==> config.mk <==
export PLATFORM = sky130hd
export DESIGN_NAME = id_ex_stage
export DESIGN_NICKNAME = d
export VERILOG_FILES = /design/src/rtl/rv_pkg.sv /design/src/rtl/imm_gen.sv /design/src/rtl/id_ex_stage.sv
export SDC_FILE = /design/constraint.sdc
export NUM_CORES = 1
export LEC_CHECK = 0
export CORE_MARGIN = 4
export CORE_UTILIZATION = 47
export CTS_BUF_LIST = sky130_fd_sc_hd__clkbuf_4 sky130_fd_sc_hd__clkbuf_8
export DETAILED_ROUTE_END_ITERATION = 10
export PLACE_DENSITY = 0.88
export SLEW_MARGIN = 10
export SYNTH_ARGS = -nofsm -noshare
export SYNTH_HDL_FRONTEND = slang
export SYNTH_HIERARCHICAL = 1
export SYNTH_SLANG_ARGS = --single-unit
==> constraint.sdc <==
create_clock -name clk -period 7 [get_ports clk]
set_input_delay 1.75 -clock clk [delete_from_list [all_inputs] [get_ports clk]]
set_output_delay 1.75 -clock clk [all_outputs]
set_load 0.02 [all_outputs]
==> src/rtl/rv_pkg.sv <==
// Shared RV32I decode definitions: opcodes, control bundle and immediate formats.
package rv_pkg;

    localparam int unsigned XLEN = 32;
    localparam int unsigned ILEN = 32;
    localparam int unsigned RAW  = 5;

    localparam logic [6:0] OPC_R      = 7'b0110011;
    localparam logic [6:0] OPC_IMM    = 7'b0010011;
    localparam logic [6:0] OPC_LOAD   = 7'b0000011;
    localparam logic [6:0] OPC_STORE  = 7'b0100011;
    localparam logic [6:0] OPC_BRANCH = 7'b1100011;
    localparam logic [6:0] OPC_LUI    = 7'b0110111;
    localparam logic [6:0] OPC_JAL    = 7'b1101111;

    // Control bundle carried through ID/EX, MSB first.
    typedef struct packed {
        logic reg_write;
        logic mem_read;
        logic mem_write;
        logic branch;
        logic jump;
        logic alu_src;
        logic mem_to_reg;
        logic illegal;
    } ctrl_t;

    typedef enum logic [2:0] {
        IMM_NONE,
        IMM_I,
        IMM_S,
        IMM_B,
        IMM_U,
        IMM_J
    } imm_sel_e;

    function automatic imm_sel_e imm_sel(input logic [6:0] opcode);
        imm_sel_e sel;
        case (opcode)
            OPC_IMM, OPC_LOAD: sel = IMM_I;
            OPC_STORE:         sel = IMM_S;
            OPC_BRANCH:        sel = IMM_B;
            OPC_LUI:           sel = IMM_U;
            OPC_JAL:           sel = IMM_J;
            default:           sel = IMM_NONE;
        endcase
        return sel;
    endfunction

endpackage

==> src/rtl/imm_gen.sv <==
// Immediate generator: assembles and sign-extends the RV32I immediate for the opcode's format.
module imm_gen
    import rv_pkg::*;
#(
    parameter int unsigned N = XLEN
) (
    input  logic [ILEN-1:0] instr,
    output logic [N-1:0]    imm_c
);

    logic [ILEN-1:0] imm32;

    always_comb begin
        imm32 = '0;
        case (imm_sel(instr[6:0]))
            IMM_I:   imm32 = {{20{instr[31]}}, instr[31:20]};
            IMM_S:   imm32 = {{20{instr[31]}}, instr[31:25], instr[11:7]};
            IMM_B:   imm32 = {{19{instr[31]}}, instr[31], instr[7], instr[30:25], instr[11:8], 1'b0};
            IMM_U:   imm32 = {instr[31:12], 12'b0};
            IMM_J:   imm32 = {{11{instr[31]}}, instr[31], instr[19:12], instr[20], instr[30:21], 1'b0};
            default: imm32 = '0;
        endcase
        imm_c = N'($signed(imm32));
    end

endmodule

==> src/rtl/id_ex_stage.sv <==
// RV32I decode stage and ID/EX pipeline register with load-use stall, flush/hold and stall counter.
module id_ex_stage
    import rv_pkg::*;
#(
    parameter int unsigned N = 32
) (
    input  logic            clk,
    input  logic            rst,
    input  logic            id_valid,
    input  logic [31:0]     id_instr,
    input  logic [N-1:0]    id_pc,
    output logic [4:0]      rf_src1,
    output logic [4:0]      rf_src2,
    input  logic [N-1:0]    rf_data1,
    input  logic [N-1:0]    rf_data2,
    input  logic            ex_flush,
    input  logic            ex_hold,
    output logic            id_stall,
    output logic            ex_valid,
    output logic [N-1:0]    ex_pc,
    output logic [N-1:0]    ex_rs1_val,
    output logic [N-1:0]    ex_rs2_val,
    output logic [N-1:0]    ex_imm,
    output logic [4:0]      ex_rs1,
    output logic [4:0]      ex_rs2,
    output logic [4:0]      ex_rd,
    output logic [2:0]      ex_funct3,
    output logic            ex_funct7b5,
    output logic            ex_reg_write,
    output logic            ex_mem_read,
    output logic            ex_mem_write,
    output logic            ex_branch,
    output logic            ex_jump,
    output logic            ex_alu_src,
    output logic            ex_mem_to_reg,
    output logic            ex_illegal,
    output logic [31:0]     stall_cnt
);

    localparam int unsigned CNT_W = 32;

    typedef struct packed {
        logic           valid;
        logic [N-1:0]   pc;
        logic [N-1:0]   rs1_val;
        logic [N-1:0]   rs2_val;
        logic [N-1:0]   imm;
        logic [RAW-1:0] rs1;
        logic [RAW-1:0] rs2;
        logic [RAW-1:0] rd;
        logic [2:0]     funct3;
        logic           funct7b5;
        ctrl_t          ctrl;
    } idex_t;

    idex_t        q;
    idex_t        d;
    ctrl_t        ctrl;
    logic         uses_rs1;
    logic         uses_rs2;
    logic         hazard;
    logic [N-1:0] imm;

    assign rf_src1 = id_instr[19:15];
    assign rf_src2 = id_instr[24:20];

    imm_gen #(.N(N)) u_imm_gen (
        .instr (id_instr),
        .imm_c (imm)
    );

    // Opcode decode: control bundle and which source registers are actually read.
    always_comb begin
        ctrl     = '0;
        uses_rs1 = 1'b0;
        uses_rs2 = 1'b0;
        case (id_instr[6:0])
            OPC_R: begin
                ctrl.reg_write = 1'b1;
                uses_rs1       = 1'b1;
                uses_rs2       = 1'b1;
            end
            OPC_IMM: begin
                ctrl.reg_write = 1'b1;
                ctrl.alu_src   = 1'b1;
                uses_rs1       = 1'b1;
            end
            OPC_LOAD: begin
                ctrl.reg_write  = 1'b1;
                ctrl.mem_read   = 1'b1;
                ctrl.mem_to_reg = 1'b1;
                ctrl.alu_src    = 1'b1;
                uses_rs1        = 1'b1;
            end
            OPC_STORE: begin
                ctrl.mem_write = 1'b1;
                ctrl.alu_src   = 1'b1;
                uses_rs1       = 1'b1;
                uses_rs2       = 1'b1;
            end
            OPC_BRANCH: begin
                ctrl.branch = 1'b1;
                uses_rs1    = 1'b1;
                uses_rs2    = 1'b1;
            end
            OPC_LUI: begin
                ctrl.reg_write = 1'b1;
                ctrl.alu_src   = 1'b1;
            end
            OPC_JAL: begin
                ctrl.reg_write = 1'b1;
                ctrl.jump      = 1'b1;
            end
            default: ctrl.illegal = 1'b1;
        endcase
    end

    // Load in EX whose destination feeds a source this instruction really reads.
    assign hazard = id_valid && q.valid && q.ctrl.mem_read && (q.rd != '0) &&
                    (((q.rd == rf_src1) && uses_rs1) || ((q.rd == rf_src2) && uses_rs2));

    assign id_stall = ex_hold || (hazard && !ex_flush);

    // Next ID/EX entry: flush beats hold, hold beats bubble-on-hazard, else capture.
    always_comb begin
        d = q;
        if (ex_flush) begin
            d = '0;
        end else if (!ex_hold) begin
            if (hazard || !id_valid) begin
                d = '0;
            end else begin
                d.valid    = 1'b1;
                d.pc       = id_pc;
                d.rs1_val  = rf_data1;
                d.rs2_val  = rf_data2;
                d.imm      = imm;
                d.rs1      = rf_src1;
                d.rs2      = rf_src2;
                d.rd       = ctrl.reg_write ? id_instr[11:7] : '0;
                d.funct3   = id_instr[14:12];
                d.funct7b5 = id_instr[30];
                d.ctrl     = ctrl;
            end
        end
    end

    always_ff @(posedge clk) begin
        if (rst) begin
            q <= '0;
        end else begin
            q <= d;
        end
    end

    // Saturating stall counter.
    always_ff @(posedge clk) begin
        if (rst) begin
            stall_cnt <= '0;
        end else if (id_stall && (stall_cnt != {CNT_W{1'b1}})) begin
            stall_cnt <= stall_cnt + CNT_W'(1);
        end
    end

    assign ex_valid      = q.valid;
    assign ex_pc         = q.pc;
    assign ex_rs1_val    = q.rs1_val;
    assign ex_rs2_val    = q.rs2_val;
    assign ex_imm        = q.imm;
    assign ex_rs1        = q.rs1;
    assign ex_rs2        = q.rs2;
    assign ex_rd         = q.rd;
    assign ex_funct3     = q.funct3;
    assign ex_funct7b5   = q.funct7b5;
    assign ex_reg_write  = q.ctrl.reg_write;
    assign ex_mem_read   = q.ctrl.mem_read;
    assign ex_mem_write  = q.ctrl.mem_write;
    assign ex_branch     = q.ctrl.branch;
    assign ex_jump       = q.ctrl.jump;
    assign ex_alu_src    = q.ctrl.alu_src;
    assign ex_mem_to_reg = q.ctrl.mem_to_reg;
    assign ex_illegal    = q.ctrl.illegal;

endmodule

**Word-level counts from Yosys, hierarchy flattened**

Cells that the tools add are included.
W data, S select, Z words.

- Register bits: 188
- Bits in writable memories: 0
- Memories: 0
- Logic and storage cells: 69
- ROM bits: 0
- Output and inout bits: 199
- Bits in latches: 0
- Input bits: 133

- Reduce and logical (&&, ||, !) cells: 21
- Divide/modulo/power cells: 0
- Mux-type cells: 13
- Multiply operators: 0
- $add $sub $neg: 1
- Shift operators: 0
- Order comparisons: 0
- Eq/ne operators: 15
- Bitwise operators: 0

Operator list:

| cell | number |
|---|---|
| $pmux W32 S5 | 1 |
| $mux W156 | 1 |
| $add A32 B1 Y32 const B | 1 |
| $ne A32 B32 Y1 const B | 1 |
| $eq A7 B6 Y1 const B | 3 |
| $pmux W3 S5 | 1 |
| $eq A7 B7 Y1 const B | 2 |
| $eq A5 B5 Y1 | 2 |
| $reduce_or A5 Y1 | 2 |
| $mux W1 | 9 |
| $logic_and A1 B1 Y1 | 8 |
| $eq A7 B2 Y1 const B | 1 |
| $eq A7 B5 Y1 const B | 1 |
| $reduce_or A7 Y1 | 1 |
| $eq A3 B2 Y1 const B | 2 |
| $eq A3 B3 Y1 const B | 2 |
| $mux W5 | 1 |
| $reduce_bool A5 Y1 | 1 |
| $reduce_or A2 Y1 | 2 |
| $reduce_or A4 Y1 | 1 |
| $eq A3 B1 Y1 const B | 1 |
| $logic_or A1 B1 Y1 | 3 |
| $reduce_or A3 Y1 | 1 |
| $logic_not A1 Y1 | 2 |

**Depth between registers and ports, before layout**

- Word-level depth: 9
- Depth in mapped cells: 10
- Mapped depth without buffers: 7

**Hierarchy**

Netlist, hierarchy kept.

Modules (own cells, without submodules):

| module | instances | cells an instance | seq. area each (µm²) | area each (µm²) |
|---|---|---|---|---|
| id_ex_stage | 1 | 769 | 3743.6 | 7060.5 |
| imm_gen | 1 | 77 | 0.0 | 494.2 |

**Worst setup path after synthesis**

Ideal clock, no wire load.

- Path type: input port to output port
- From: input port id_instr[1]
- To: output port id_stall
- Data required time: 5.250 ns
- Setup slack: 2.310 ns
- Stages: 4
- Buffers on the path: 0
- Arrival time: 2.940 ns
- Cells stage by stage: nand2_1 -> or3_4 -> o41a_1 -> nor2_1

- Word-level cells in the longest chain between the ends: 8
- Elaborated cells between the ends (all ways): 15
- Classes of those cells: 5 x eq/ne; 2 x mux; 8 x reduce/logical

RTL lines:

| element | RTL line | text |
|---|---|---|
| from (decl) | id_ex_stage.sv:10 | `input logic [31:0] id_instr,` |
| $eq A7 B6 Y1 (tied with other cells) | id_ex_stage.sv:77 | `case (id_instr[6:0])` |
| $reduce_or A5 Y1 (no source line) or $reduce_or A3 Y1 (tied branches) | n/a |  |
| $mux W1 | id_ex_stage.sv:77 |  |
| $logic_and A1 B1 Y1 | id_ex_stage.sv:120 | `(((q.rd == rf_src1) && uses_rs1) \|\| ((q.rd == rf_src2) && uses_rs2));` |
| $logic_or A1 B1 Y1 * | id_ex_stage.sv:120 |  |
| $logic_and A1 B1 Y1 * | id_ex_stage.sv:119 | `assign hazard = id_valid && q.valid && q.ctrl.mem_read && (q.rd != '0) &&` |
| $logic_and A1 B1 Y1 * | id_ex_stage.sv:122 | `assign id_stall = ex_hold \|\| (hazard && !ex_flush);` |
| $logic_or A1 B1 Y1 * | id_ex_stage.sv:122 |  |
| to (decl) | id_ex_stage.sv:18 | `output logic id_stall,` |

Mark *: on every way between the ends. The rest lies on a longest branch, timed or not.

**Worst setup path in the final report**

- From: input port id_instr[4]
- To: output port id_stall

Same word-level chain as after synthesis.

==> impl_metrics.yaml <==
outcome:
  outcome: "complete, no violations"
logic_synthesis:
  ys.flop_type: "dfxtp_1"
  avgSynthCellArea_um2: 8.93
  synthArstFlopShare_pct: 0
  synth.cell_area_um2: 7550
  synth_most_common_cell: "dfxtp_1"
  synth_top_family_by_area: "compound AO/OA/AOI/OAI gates"
  synthMuxAreaShare_pct: 0.712
  synth_compound_area_share_pct: 22.4
  yosysSeqAreaShare_pct: 49.6
  ys_ff_latch: 187
  synth_area_leaders: "dfxtp_1, a22oi_1, nor2_1, clkbuf_1, nand3_1"
  synth_edf_count: 0
  synth_top_area_cell: "dfxtp_1"
  synth-simple-area-share_pct: 19.6
  synth_adder_area_share_pct: 0.166
  yosysWarningCount: 6
  synth_cells: 846
  synth_nets: 980
  synthXorXnorAreaFrac_pct: 1.97
  synth_top_area_share_pct: 49.6
  synthTopCellsByCount: "dfxtp_1, nor2_1, a22oi_1"
  netlist-cell-type-count: 52
worst_setup_path:
  cp_common_cell: "clkdlybuf4s50_1"
  endpoint_kind: "output pin"
  cp-start-kind: "primary input"
  cp.arrival_ns: 4.35
  reg2reg_depth: 6
  max_stage_delay_ns: 0.91
  r2r-start: "ex_rd[0]"
  critical-path-top-delay-family: "buffers and inverters"
  r2r_end: "ex_alu_src"
  cpMaxStageDelayCell: "a221oi_1"
  crit_chain: "clkdlybuf4s50_1 > nand2b_1 > a2111oi_2 > a221oi_1 > nor2_1 > clkdlybuf4s50_1"
  path_buf_inv: 2
  critPathKind: "in2out"
  crit_fanout: 9
  crit_required_ns: 5.25
  reg2reg_setup_slack_ns: 3.80
floorplanning:
  start_util_pct: 47.7
  core_area_um2: 15800
  die-area_um2: 18200
  dieWidth_um: 135
  die_h_um: 135
  rows: 46
  ios: 332
clock_tree:
  numCtsBuffers: 17
  cts_root_buf: "clkbuf_8"
  clk_path_buf_depth: 2
  cts.clk_slew.worst_paths_ns: 0.09
  cts_tree: "built"
  clock_sinks: 187
  postCtsSetupBuffers: 0
  htree_num_levels: 4
  insertion_delay_ns: 0.47
  cts_hold_buf: 0
  cts_resized: 0
power:
  p_leak_nw: 3.87
  switching_share_pct: 26.6
  pwr-share-seq_pct: 52.9
  comb_power_share_pct: 12.3
  pwr-share-clk_pct: 34.8
  switching_power_w: 0.000546
  ir_worst_vdd_uv: 144
  internal_power_w: 0.00151
  power.density_nw_per_um2: 183
cells_and_area:
  regArea_um2: 3740
  antenna_cells: 0
  syn2layout_area_growth_pct: 48.5
  drive_gt1_share_pct: 4.92
  multi_input_comb_area_um2: 3400
  fillCellCount: 1212
  layout.nets: 1259
sta:
  finalSetupTns_ns: 0
  max_freq_ghz: 0.164
  post-route-period-util_pct: 87.1
  max_slew.worst_pin.slew_ns: 1.21
  setup_violations: 0
  relSlewSlack_pct: 18.5
  period_needed_ns: 6.10
  grt_setup_unrepaired: "no"
  setup_slack_ns: 0.905
  fin_skew_ns: 0.0101
  slew_violations: 0
  finalHoldViolations: 0
global_routing:
  antenna_found_initial: 0
  grt_pass1_vias: 7324
  grt.overflow.total: 0
  grt_max_degree: 105
  grt_usage_pct: 26.7
  grt_pass1_wl_um: 38800
placement:
  dp_slack_ns: 0.952
  globalplace.congestion: 0.935
  dp_hpwl_um: 18300
  portBuffers: 331
hold_path:
  hp-class: "reg2reg"
  min_to: "ex_reg_write"
  whs_path_depth: 2
  worstHoldStart: "ex_reg_write"
route:
  drtIter0Drc: 640
  drtAntennaViolNets: 0
  viasPerCell: 5.70
  detail_route.wl_per_cell_um: 18.6
  route.vias.total: 7715
  drc_errors: 0
  first_pass_iters: 5
  routed_wl_um: 25100
flow_run:
  cap_violations: 0
==> placed cells by master, fill, tap and decap left out, drive strengths merged, types with 3 or more instances in the layout <==
| cell type | count |
|---|---|
| nor2b | 11 |
| nor2 | 173 |
| clkbuf | 19 |
| a21o | 8 |
| dfxtp | 187 |
| o21ai | 10 |
| nand3 | 29 |
| nand4 | 10 |
| mux2 | 3 |
| a32oi | 6 |
| clkdlybuf4s50 | 330 |
| inv | 20 |
| o31ai | 18 |
| nor4 | 11 |
| xor2 | 11 |
| clkinv | 3 |
| and3 | 7 |
| and4 | 4 |
| buf | 10 |
| o22ai | 4 |
| a22oi | 147 |
| xnor2 | 6 |
| or4 | 20 |
| nand2 | 26 |
| o311ai | 4 |
| or3 | 6 |
| a21oi | 28 |
==> logic make-up after synthesis <==
logic type / after synthesis
mux: 5
buf+inv: 92
flops: 187
xor+xnor: 17
compound gates: 233
simple gates: 311
fa+ha+maj: 1
==> worst min-delay path, delay by kind of cell, from the launching register on <==
kind | cells | cell delay [ns]
DFF | 1 | 0.32
AOI/OAI and AO/OA | 1 | 0.05
and+or+nand+nor | 1 | 0.06
==> per-layer routing <==
| metal | GRT usage, % | share of wire [%] | up-vias |
|---|---|---|---|
| met3 | 9.05 | 9.5 | 82 |
| met1 | 32.3 | 39 | 3633 |
| met2 | 42.5 | 47 | 372 |
| met4 | 13.0 | 4.8 | 0 |
| met5 | 0 | 0 | - |
| li1 | - | - | 3628 |
==> worst max-delay path by stage <==
stage / end / from / cells after the start
after floorplan: id_stall / id_instr[1] / 4
after detailed placement: id_stall / id_instr[4] / 6
after CTS: id_stall / id_instr[4] / 6
after global placement: id_stall / id_instr[4] / 6
final: id_stall / id_instr[4] / 6
after global routing: id_stall / id_instr[4] / 6
==> layout make-up <==
class	count	area share [%]
clock buffer	19	2.28
clock inverter	13	1.17
inverter	12	0.401
multi-input combinational	567	30.3
sequential	187	33.4
tap	216	2.41
timing repair buffer	340	30.1
==> sequential cells by signal (all words and copies together), names as in the netlist <==
register,count
ex_rs1,5
ex_rd,5
ex_alu_src,1
ex_imm,32
ex_pc,32
ex_mem_write,1
ex_branch,1
ex_illegal,1
ex_funct7b5,1
ex_funct3,3
ex_rs1_val,32
ex_jump,1
stall_cnt,32
ex_valid,1
ex_rs2,5
ex_mem_read,1
ex_rs2_val,32
ex_reg_write,1
==> power by group through the flow <==
stage	sequential (W)	combinational, W	clock (W)
detailed placement	0.00111	0.000251	0
CTS	0.00109	0.000252	0.000735
finish	0.00109	0.000253	0.000714
global placement	0.00111	0.000248	0
global route	0.00109	0.000270	0.000780
floorplan	0.00113	0.0000977	0
==> through the flow <==
stage          power (W)  utilization, %  instances  instance area, um2  hold WS, ns
2_1_floorplan    0.00122               -        846                7550        0.541
3_3_place_gp     0.00136            68.4       1322               10800        0.453
3_5_place_dp     0.00136            68.4       1322               10800        0.457
4_1_cts          0.00207            70.9       1354               11200        0.472
5_1_grt          0.00214            70.9       1354               11200        0.511
6_report         0.00205            70.9       1354               11200        0.469
(Power assumes the default switching activity.)
